[src/rtl/cpu_pkg.sv]
// Shared CPU types: controller states and opcode addressing modes.
package cpu_pkg;

   // Two encodings are left unused so illegal-state recovery is reachable.
   typedef enum logic [3:0] {
      S_FETCH_OPCODE   = 4'd0,
      S_FETCH_OPRAND_L = 4'd1,
      S_FETCH_OPRAND_H = 4'd2,
      S_FETCH_OPRAND_B = 4'd3,
      S_FETCH_BANK_1   = 4'd4,
      S_FETCH_BANK_2   = 4'd5,
      S_PC_INC         = 4'd6,
      S_PUSH_H         = 4'd7,
      S_PUSH_L         = 4'd8,
      S_PULL_P         = 4'd9,
      S_PULL_L         = 4'd10,
      S_PULL_H         = 4'd11,
      S_PULL_B         = 4'd12,
      S_OP_CALC        = 4'd13
   } state_type;

   typedef enum logic [4:0] {
      A_WAIT     = 5'd0,
      A_IMP      = 5'd1,
      A_IMM      = 5'd2,
      A_DP       = 5'd3,
      A_DPX      = 5'd4,
      A_ABS      = 5'd5,
      A_ABSX     = 5'd6,
      A_ABSY     = 5'd7,
      A_ABS_JMP  = 5'd8,
      A_ABSL     = 5'd9,
      A_ABSLX    = 5'd10,
      A_ABSL_JMP = 5'd11,
      A_SUB_IMM  = 5'd12,
      A_SUB_IMML = 5'd13,
      A_SUB_ABSX = 5'd14,
      A_PEA      = 5'd15,
      A_PER      = 5'd16,
      A_PUSH_DP  = 5'd17,
      A_PULL_A   = 5'd18,
      A_PULL_X   = 5'd19,
      A_PULL_Y   = 5'd20,
      A_PULL_DP  = 5'd21,
      A_RTS      = 5'd22,
      A_RTL      = 5'd23,
      A_RTI      = 5'd24,
      A_MVN      = 5'd25,
      A_MVP      = 5'd26
   } addressing_type;

endpackage

[src/rtl/operand_state_sequencer_pkg.sv]
// Sequencer-local constants and helpers layered on top of the shared CPU types.
package operand_state_sequencer_pkg;
   import cpu_pkg::*;

   localparam logic [1:0] ByteCntMax = 2'd3;

   // States whose exit moves one operand, bank or stack byte.
   function automatic logic is_xfer_state(state_type s);
      return s inside {S_FETCH_OPRAND_L, S_FETCH_OPRAND_H, S_FETCH_OPRAND_B,
                       S_FETCH_BANK_1, S_FETCH_BANK_2,
                       S_PUSH_H, S_PUSH_L,
                       S_PULL_P, S_PULL_L, S_PULL_H, S_PULL_B};
   endfunction

   function automatic logic [1:0] sat_inc(logic [1:0] cnt);
      return (cnt == ByteCntMax) ? cnt : cnt + 2'd1;
   endfunction

endpackage

[src/rtl/operand_state_sequencer_if.sv]
// Control bundle between the opcode front end (master) and the sequencer (slave).
interface operand_state_sequencer_if;
   import cpu_pkg::*;

   logic           start;
   addressing_type addressing;
   state_type      first_state;
   logic           m8;
   logic           x8;
   logic           e;
   logic           rdy;
   logic           abort;
   state_type      state;
   logic           busy;
   logic           done;
   logic [1:0]     byte_cnt;

   modport master (
      output start, addressing, first_state, m8, x8, e, rdy, abort,
      input  state, busy, done, byte_cnt
   );

   modport slave (
      input  start, addressing, first_state, m8, x8, e, rdy, abort,
      output state, busy, done, byte_cnt
   );

endinterface

[src/rtl/next_state_detector.sv]
// Pure next-state table; rdy/abort gating and start handling live in the top.
module next_state_detector
   import cpu_pkg::*;
(
   input  state_type      state_i,
   input  addressing_type addressing_i,
   input  logic           m8_i,
   input  logic           x8_i,
   input  logic           e_i,
   output state_type      next_state_o
);

   logic has_high_byte;
   logic has_bank_byte;
   logic pull_is_16;
   logic pull_has_bank;

   always_comb begin
      has_high_byte = addressing_i inside {A_ABS, A_ABSX, A_ABSY, A_ABS_JMP,
                                           A_ABSL, A_ABSLX, A_ABSL_JMP,
                                           A_SUB_IMM, A_SUB_IMML, A_SUB_ABSX,
                                           A_PEA, A_PER};
      has_bank_byte = addressing_i inside {A_ABSL, A_ABSLX, A_ABSL_JMP, A_SUB_IMML};
      pull_is_16    = ((addressing_i == A_PULL_A) && !m8_i) ||
                      ((addressing_i inside {A_PULL_X, A_PULL_Y}) && !x8_i) ||
                      (addressing_i inside {A_PULL_DP, A_RTS, A_RTL, A_RTI});
      // Native-mode RTI also restores the program bank.
      pull_has_bank = (addressing_i == A_RTL) || ((addressing_i == A_RTI) && !e_i);
   end

   always_comb begin
      next_state_o = S_FETCH_OPCODE;
      unique case (state_i)
         S_FETCH_OPRAND_L: next_state_o = has_high_byte ? S_FETCH_OPRAND_H : S_OP_CALC;
         S_FETCH_OPRAND_H: next_state_o = has_bank_byte ? S_FETCH_OPRAND_B : S_OP_CALC;
         S_FETCH_OPRAND_B: next_state_o = S_OP_CALC;
         S_FETCH_BANK_1:   next_state_o = S_FETCH_BANK_2;
         S_FETCH_BANK_2:   next_state_o = S_OP_CALC;
         S_PC_INC:         next_state_o = S_OP_CALC;
         S_PUSH_H:         next_state_o = S_PUSH_L;
         S_PUSH_L:         next_state_o = S_OP_CALC;
         S_PULL_P:         next_state_o = S_PULL_L;
         S_PULL_L:         next_state_o = pull_is_16 ? S_PULL_H : S_OP_CALC;
         S_PULL_H:         next_state_o = pull_has_bank ? S_PULL_B : S_OP_CALC;
         S_PULL_B:         next_state_o = S_OP_CALC;
         S_OP_CALC:        next_state_o = S_FETCH_OPCODE;
         default:          next_state_o = S_FETCH_OPCODE;
      endcase
   end

endmodule

[src/rtl/operand_state_sequencer.sv]
// Operand/stack byte sequencer: holds controller state, done pulse and byte counter.
module operand_state_sequencer
   import cpu_pkg::*;
   import operand_state_sequencer_pkg::*;
(
   input logic                       clk_i,
   input logic                       reset_i,
   operand_state_sequencer_if.slave  ctl
);

   state_type  state_q, state_d;
   state_type  table_next;
   logic       done_q, done_d;
   logic [1:0] byte_cnt_q, byte_cnt_d;

   next_state_detector u_next_state_detector (
      .state_i      (state_q),
      .addressing_i (ctl.addressing),
      .m8_i         (ctl.m8),
      .x8_i         (ctl.x8),
      .e_i          (ctl.e),
      .next_state_o (table_next)
   );

   always_ff @(posedge clk_i) begin
      if (reset_i) begin
         state_q    <= S_FETCH_OPCODE;
         done_q     <= 1'b0;
         byte_cnt_q <= 2'd0;
      end else begin
         state_q    <= state_d;
         done_q     <= done_d;
         byte_cnt_q <= byte_cnt_d;
      end
   end

   // Abort beats both start and OP_CALC completion, and ignores rdy.
   always_comb begin
      state_d    = state_q;
      byte_cnt_d = byte_cnt_q;
      done_d     = 1'b0;
      if (ctl.abort) begin
         state_d    = S_FETCH_OPCODE;
         byte_cnt_d = 2'd0;
      end else if (ctl.rdy) begin
         if (state_q == S_FETCH_OPCODE) begin
            if (ctl.start) begin
               state_d    = ctl.first_state;
               byte_cnt_d = 2'd0;
            end
         end else begin
            state_d = table_next;
            if (is_xfer_state(state_q)) begin
               byte_cnt_d = sat_inc(byte_cnt_q);
            end
            if (state_q == S_OP_CALC) begin
               done_d = 1'b1;
            end
         end
      end
   end

   always_comb begin
      ctl.state    = state_q;
      ctl.busy     = (state_q != S_FETCH_OPCODE);
      ctl.done     = done_q;
      ctl.byte_cnt = byte_cnt_q;
   end

endmodule

[src/flat_wrapper.sv]
// flat-port wrapper written by rule: the top's interface ports become plain ports
module operand_state_sequencer_flat import cpu_pkg::*; import operand_state_sequencer_pkg::*;
  (clk_i, reset_i, ctl_start, ctl_addressing, ctl_first_state, ctl_m8, ctl_x8, ctl_e, ctl_rdy, ctl_abort, ctl_state, ctl_busy, ctl_done, ctl_byte_cnt);
  operand_state_sequencer_if ctl_i ();
  input logic clk_i;
  input logic reset_i;
  input wire logic [$bits(ctl_i.start)-1:0] ctl_start;
  input wire logic [$bits(ctl_i.addressing)-1:0] ctl_addressing;
  input wire logic [$bits(ctl_i.first_state)-1:0] ctl_first_state;
  input wire logic [$bits(ctl_i.m8)-1:0] ctl_m8;
  input wire logic [$bits(ctl_i.x8)-1:0] ctl_x8;
  input wire logic [$bits(ctl_i.e)-1:0] ctl_e;
  input wire logic [$bits(ctl_i.rdy)-1:0] ctl_rdy;
  input wire logic [$bits(ctl_i.abort)-1:0] ctl_abort;
  output wire logic [$bits(ctl_i.state)-1:0] ctl_state;
  output wire logic [$bits(ctl_i.busy)-1:0] ctl_busy;
  output wire logic [$bits(ctl_i.done)-1:0] ctl_done;
  output wire logic [$bits(ctl_i.byte_cnt)-1:0] ctl_byte_cnt;
  assign ctl_i.start = ctl_start;
  assign ctl_i.addressing = ctl_addressing;
  assign ctl_i.first_state = ctl_first_state;
  assign ctl_i.m8 = ctl_m8;
  assign ctl_i.x8 = ctl_x8;
  assign ctl_i.e = ctl_e;
  assign ctl_i.rdy = ctl_rdy;
  assign ctl_i.abort = ctl_abort;
  assign ctl_state = ctl_i.state;
  assign ctl_busy = ctl_i.busy;
  assign ctl_done = ctl_i.done;
  assign ctl_byte_cnt = ctl_i.byte_cnt;
  operand_state_sequencer u_core (.clk_i(clk_i), .reset_i(reset_i), .ctl(ctl_i));
endmodule
[config.mk]
export PLATFORM = sky130hd
export DESIGN_NAME = operand_state_sequencer_flat
export DESIGN_NICKNAME = d
export VERILOG_FILES = /design/src/rtl/cpu_pkg.sv /design/src/rtl/operand_state_sequencer_pkg.sv /design/src/rtl/operand_state_sequencer_if.sv /design/src/rtl/next_state_detector.sv /design/src/rtl/operand_state_sequencer.sv /design/src/flat_wrapper.sv
export SDC_FILE = /design/constraint.sdc
export NUM_CORES = 1
export LEC_CHECK = 0
export BUFFER_PORTS_ARGS = -buffer_cell sky130_fd_sc_hd__buf_2
export CORE_UTILIZATION = 51
export DETAILED_ROUTE_END_ITERATION = 7
export HOLD_SLACK_MARGIN = 0.06
export PLACE_DENSITY_LB_ADDON = 0.12
export SYNTH_ARGS = -nofsm -noshare
export SYNTH_HDL_FRONTEND = slang
export SYNTH_HIERARCHICAL = 1
export SYNTH_SLANG_ARGS = --single-unit
[constraint.sdc]
create_clock -name clk_i -period 4.1 [get_ports clk_i]
set_input_delay 0.82 -clock clk_i [delete_from_list [all_inputs] [get_ports clk_i]]
set_output_delay 0.82 -clock clk_i [all_outputs]
set_load 0.005 [all_outputs]
Word level (Yosys, flattened, before mapping)

Cells that the tools add are included.

Register bits: 7
Input bits: 17
Output and inout port bits: 8
Word-level logic and storage cells: 74

$add $sub $neg: 1
Eq/ne operators: 35
Multiplexer cells: 12
Bitwise gates (word level): 1
Reductions and logical operators: 22

Operator list:

| kind                                                             | number |
|---|---|
| 5-bit by 4-bit == test with 1-bit output (second input constant) | 8 |
| 5-bit == test (second input constant)                            | 8 |
| 4-bit case mux with 8 select lines                               | 1 |
| 4-bit == test (second input constant)                            | 6 |
| 4-bit by 3-bit == test with 1-bit output (second input constant) | 4 |
| 4-bit 2-to-1 mux                                                 | 4 |
| 5-bit by 3-bit == test with 1-bit output (second input constant) | 3 |
| 12-bit nonzero test                                              | 1 |
| 4-bit nonzero test                                               | 3 |
| 11-bit nonzero test                                              | 1 |
| 4-bit by 2-bit == test with 1-bit output (second input constant) | 2 |
| 2-bit 2-to-1 mux                                                 | 4 |
| 5-bit OR reduction                                               | 1 |
| 4-bit by 1-bit == test with 1-bit output (second input constant) | 1 |
| 4-bit logical NOT                                                | 1 |
| 4-bit AND reduction                                              | 1 |
| 2-bit nonzero test                                               | 2 |
| 4-bit OR reduction                                               | 1 |
| 1-bit logical AND                                                | 3 |
| 1-bit logical NOT                                                | 3 |
| 1-bit logical OR                                                 | 3 |
| 3-bit 2-to-1 mux                                                 | 1 |
| 2-bit by 1-bit adder with 2-bit output (second input constant)   | 1 |
| 2-bit == test (second input constant)                            | 1 |
| 6 further kinds                                                  | 7 |

Depth between registers and ports, before layout

Depth after elaboration: 8
Gate-level depth with buffers: 7

By module

The synthesis kept the hierarchy.

By module, submodules not included:

| module                  | instances | cells an instance | area an instance (µm²) | seq. area each (µm²) |
|---|---|---|---|---|
| operand_state_sequencer | 1         | 39                | 376.6                  | 140.1 |
| next_state_detector     | 1         | 47                | 287.8                  | 0.0 |

Worst setup path after synthesis

Ideal clock, no wire load.

Path kind: input-to-reg
From: in ctl_addressing[1]
To: reg u_core.state_q[1], in the netlist u_core/ctl.state[1]
Arrival time: 2140 ps
Setup slack: 1875 ps
Cell stages on the path: 7
Path buffers: 1
Path through: buf_6 o31a_1 or4_1 nor4_1 a211o_2 mux2i_1 a211oi_1

Longest elaborated chain between the ends: 8
Elaborated cells between the ends (all ways): 32
Those cells by class: 19 x eq/ne; 5 x mux; 8 x reduce/logical

Ends and longest elaborated chain:

| item                                   | RTL line                      | RTL |
|---|---|---|
| start: declaration                     | flat_wrapper.sv:8             | `input wire logic [$bits(ctl_i.addressing)-1:0] ctl_addressing;` |
| 5-bit == test                          | next_state_detector.sv:25     | `((addressing_i inside {A_PULL_X, A_PULL_Y}) && !x8_i) \|\|` |
| 2-bit nonzero test                     | next_state_detector.sv:25     |  |
| 1-bit logical AND                      | next_state_detector.sv:25     |  |
| 1-bit logical OR                       | next_state_detector.sv:24     | `pull_is_16 = ((addressing_i == A_PULL_A) && !m8_i) \|\|` |
| 1-bit logical OR                       | next_state_detector.sv:25     |  |
| 3-bit 2-to-1 mux                       | next_state_detector.sv:43     | `S_PULL_L: next_state_o = pull_is_16 ? S_PULL_H : S_OP_CALC;` |
| 4-bit case mux with 8 select lines (*) | next_state_detector.sv:33     | `unique case (state_i)` |
| net u_core.table_next[1]               | operand_state_sequencer.sv:12 | `state_type table_next;` |
| 4-bit 2-to-1 mux (*)                   | operand_state_sequencer.sv:46 | `if (state_q == S_FETCH_OPCODE) begin` |
| end signal: assignment                 | operand_state_sequencer.sv:31 | `state_q <= state_d;` |
| end: declaration                       | operand_state_sequencer.sv:11 | `state_type state_q, state_d;` |

Mark *: on every way through the listed nets, which the timed path passes. The rest lies on a longest branch.
A chain may end at the register's enable or synchronous reset.

Final worst setup path

From: reg u_core.state_q[0], in the netlist u_core/ctl.state[0]
To: out ctl_busy

Longest elaborated chain between the ends: 1

Ends and longest elaborated chain:

| item               | RTL line                      | RTL |
|---|---|---|
| 4-bit nonzero test | operand_state_sequencer.sv:65 | `ctl.busy = (state_q != S_FETCH_OPCODE);` |
| end: declaration   | flat_wrapper.sv:16            | `output wire logic [$bits(ctl_i.busy)-1:0] ctl_busy;` |

No other way between the ends.

==> results.cfg <==
[yosys]
synth_edf_count = 0
synthSimpleGateAreaFrac_pct = 34.65
synth_top_family_by_area = simple AND/OR/NAND/NOR gates
syn-num-nets = 104
synth_cells = 86
yosys.area.top_type = dfxtp_1
syn_area_um2 = 664.4
seq_area_frac_synth_pct = 21.09
synth_ff_type = dfxtp_1
synth_xor_xnor_area_share_pct = 0
ys_async_sr_fraction_pct = 0
syn_avg_cell_area_um2 = 7.725
synth_fa_ha_area_share_pct = 1.883
synthTopCellsByArea = dfxtp_1 21%, mux2i_1 7.5%, a211oi_1 6.8%
synth_compound_area_share_pct = 24.48
ys_warn_count = 6
ys_ff_latch = 7
ys_top_cells_by_count = 8 x nand2_1, 8 x nor2_1, 7 x dfxtp_1, 6 x a211oi_1
synth_cell_types = 36
muxShareOfSynthArea_pct = 9.228
netlist.area_leader.share_pct = 21.09

[min_path]
hp-class = flip-flop to flip-flop

[run]
cap_viol_max_count = 0

[timing]
fin_tns_setup_ns = 0
maxSlewViolCount = 0
rsz0062_at_grt = no
finalHoldViolations = 0
max_slew_margin_pct = 70.37
max_freq_mhz = 426.6
tightestPinTransition_ns = 0.4438
timing.hold.ws_ns = 0.4976
period_share_pct = 57.18
skew_ns = 0.0005113
setup_viol = 0
period_needed_ns = 2.344

[cts]
cts_tree = yes
cts.sinks = 7
cts_buffers = 3
cts_resized = 0
root_buffer = clkbuf_4
clkTransAtPathRegs_ns = 0.05
post_cts.repair.setup_buffers = 0
h-tree-depth = 1
clk_path_buf_depth = 2
cts_hold_buf = 0
clock_latency_ns = 0.26

[grt]
grtUsageTotal_pct = 25.09
grt_pass1_wl_mm = 2.525
grt_max_degree = 16
first_global_vias = 613
grt_overflow = 0
grt_antenna_before_repair = 0

[layout]
fillerInstances = 106
drive_gt1_share_pct = 30.56
areaGrowthSynthToFinish_pct = 17.70
nNetsFinal = 127
diodes = 0
final_cell_area_um2 = 782.0
layout.cells.non_filler = 122

[setup_path]
crit_required_ns = 3.28
crit_fanout = 15
cp-start-kind = flip-flop
slowest_stage = or4_4
arrival_ns = 1.52
critPathCaptureType = output pin
path_class = flip-flop to output pin
cp_cell_sequence = or4_4, buf_2
critPathMaxStageDelay_ns = 0.66

[die]
io_pins = 25
initial_core_util_pct = 57.47
die_area_um2 = 1451
die_w_um = 38.10
core_um2 = 1156
core.rowCount = 12
die_y_um = 38.10

[outcome]
outcome = finished, final reports clean

[place]
gp_congestion = 0.7863
io_buffers = 24
dp_cells = 118
hpwl_mm = 1.101
place_area_um2 = 755.7

[route]
ant_nets = 0
dr.pass1.iters = 3
routed_via_density = 5.877
drt_wl_total_mm = 1.498
avgRoutedWirePerCell_um = 12.28
drtIter0Drc = 9
drc = 0
vias = 717

[pwr]
switchingPower_mw = 0.06323
combPwrFrac_pct = 28.4
p_sw_share_pct = 31.85
power_leakage_nw = 0.3389
power_density_nw_per_um2 = 253.9
internal-power_mw = 0.1353
irDropWorstVdd_mv = 0.1423
p_seq_share_pct = 38.7
finalPower_mw = 0.1986
clkPwrFrac_pct = 32.9
-- sequential cells by signal, summed over array words and instances (netlist names) --
signal               cells
u_core/ctl.state         4
u_core/ctl.done          1
u_core/ctl.byte_cnt      2
-- power groups by stage --
stage / registers (mW) / logic (mW) / clock network [mW]
floorplan: 0.0757 / 0.0452 / 0
global route: 0.0775 / 0.0636 / 0.0709
finish: 0.0769 / 0.0564 / 0.0653
CTS: 0.0768 / 0.0563 / 0.0674
global placement: 0.0781 / 0.0553 / 0
detailed placement: 0.0782 / 0.0561 / 0
-- layout make-up --
| type | instances | area (um2) | area share [%] |
|---|---|---|---|
| well taps | 14 | 17.52 | 2.240 |
| flip-flops and latches | 7 | 140.1 | 17.92 |
| inverters | 3 | 11.26 | 1.440 |
| multi-input cells | 70 | 466.7 | 59.68 |
| repair buffers | 24 | 120.1 | 15.36 |
| clock buffers | 4 | 26.28 | 3.360 |
-- critical path, delay by kind of cell, from the launching register on --
family | cells | cell delay (ns)
AND/OR/NAND/NOR | 1 | 0.66
flip-flops | 1 | 0.44
buffers and inverters | 1 | 0.17
-- final timing paths --
| path | slack (ns) | from | cells past startpoint | end |
|---|---|---|---|---|
| setup / recovery | 1.76 | u_core/ctl.state[0] | 2 | ctl_busy |
| hold / removal | 0.50 | u_core/ctl.byte_cnt[1] | 2 | u_core/ctl.byte_cnt[1] |
| setup reg to reg | 2.17 | u_core/ctl.state[1] | 6 | u_core/ctl.state[1] |
| hold reg to reg | 0.50 | u_core/ctl.byte_cnt[1] | 2 | u_core/ctl.byte_cnt[1] |
-- per-stage QoR --
| step | setup slack (ns) | utilization, % |
|---|---|---|
| floorplan | 1.875 | - |
| global placement | 1.752 | 65.37 |
| detailed placement | 1.731 | 65.37 |
| CTS | 1.745 | 67.64 |
| global route | 1.692 | 67.64 |
| finish | 1.756 | 67.64 |
-- routing by layer --
layer | part of all wire (%) | track usage (%) | vias up
li1 | - | - | 371
met1 | 51 | 33.21 | 321
met2 | 42 | 38.98 | 23
met3 | 6.1 | 8.721 | 2
met4 | 0.53 | 5.357 | 0
met5 | 0 | 0 | -
-- placed cells by master (no fill, tap or decap), drive strengths merged --
cell type | Yosys | layout
dfxtp | 7 | 7
nand2 | 8 | 8
mux2 | 1 | 1
ha | 1 | 1
a41oi | 1 | 1
a211o | 1 | 1
o211ai | 3 | 3
a2111o | 1 | 1
clkbuf | 3 | 4
o21a | 2 | 2
nor3b | 2 | 2
or2 | 2 | 2
o31ai | 1 | 1
nand3 | 5 | 5
buf | 3 | 24
nand4 | 1 | 1
or2b | 1 | 1
a21oi | 2 | 2
nor3 | 4 | 4
o31a | 1 | 1
nor2 | 8 | 8
nand2b | 3 | 3
mux2i | 5 | 5
inv | 3 | 3
a211oi | 6 | 6
nor4bb | 1 | 1
or4 | 2 | 2
a41o | 1 | 1
nand4b | 1 | 1
or3b | 1 | 1
nor4 | 3 | 3
o21ai | 2 | 2
-- logic make-up after synthesis --
logic type      Yosys count
simple gates             42
buf+inv                   9
mux                       6
fa+ha+maj                 1
flops                     7
compound gates           21
Note: power is estimated with default switching activity, not from simulation.
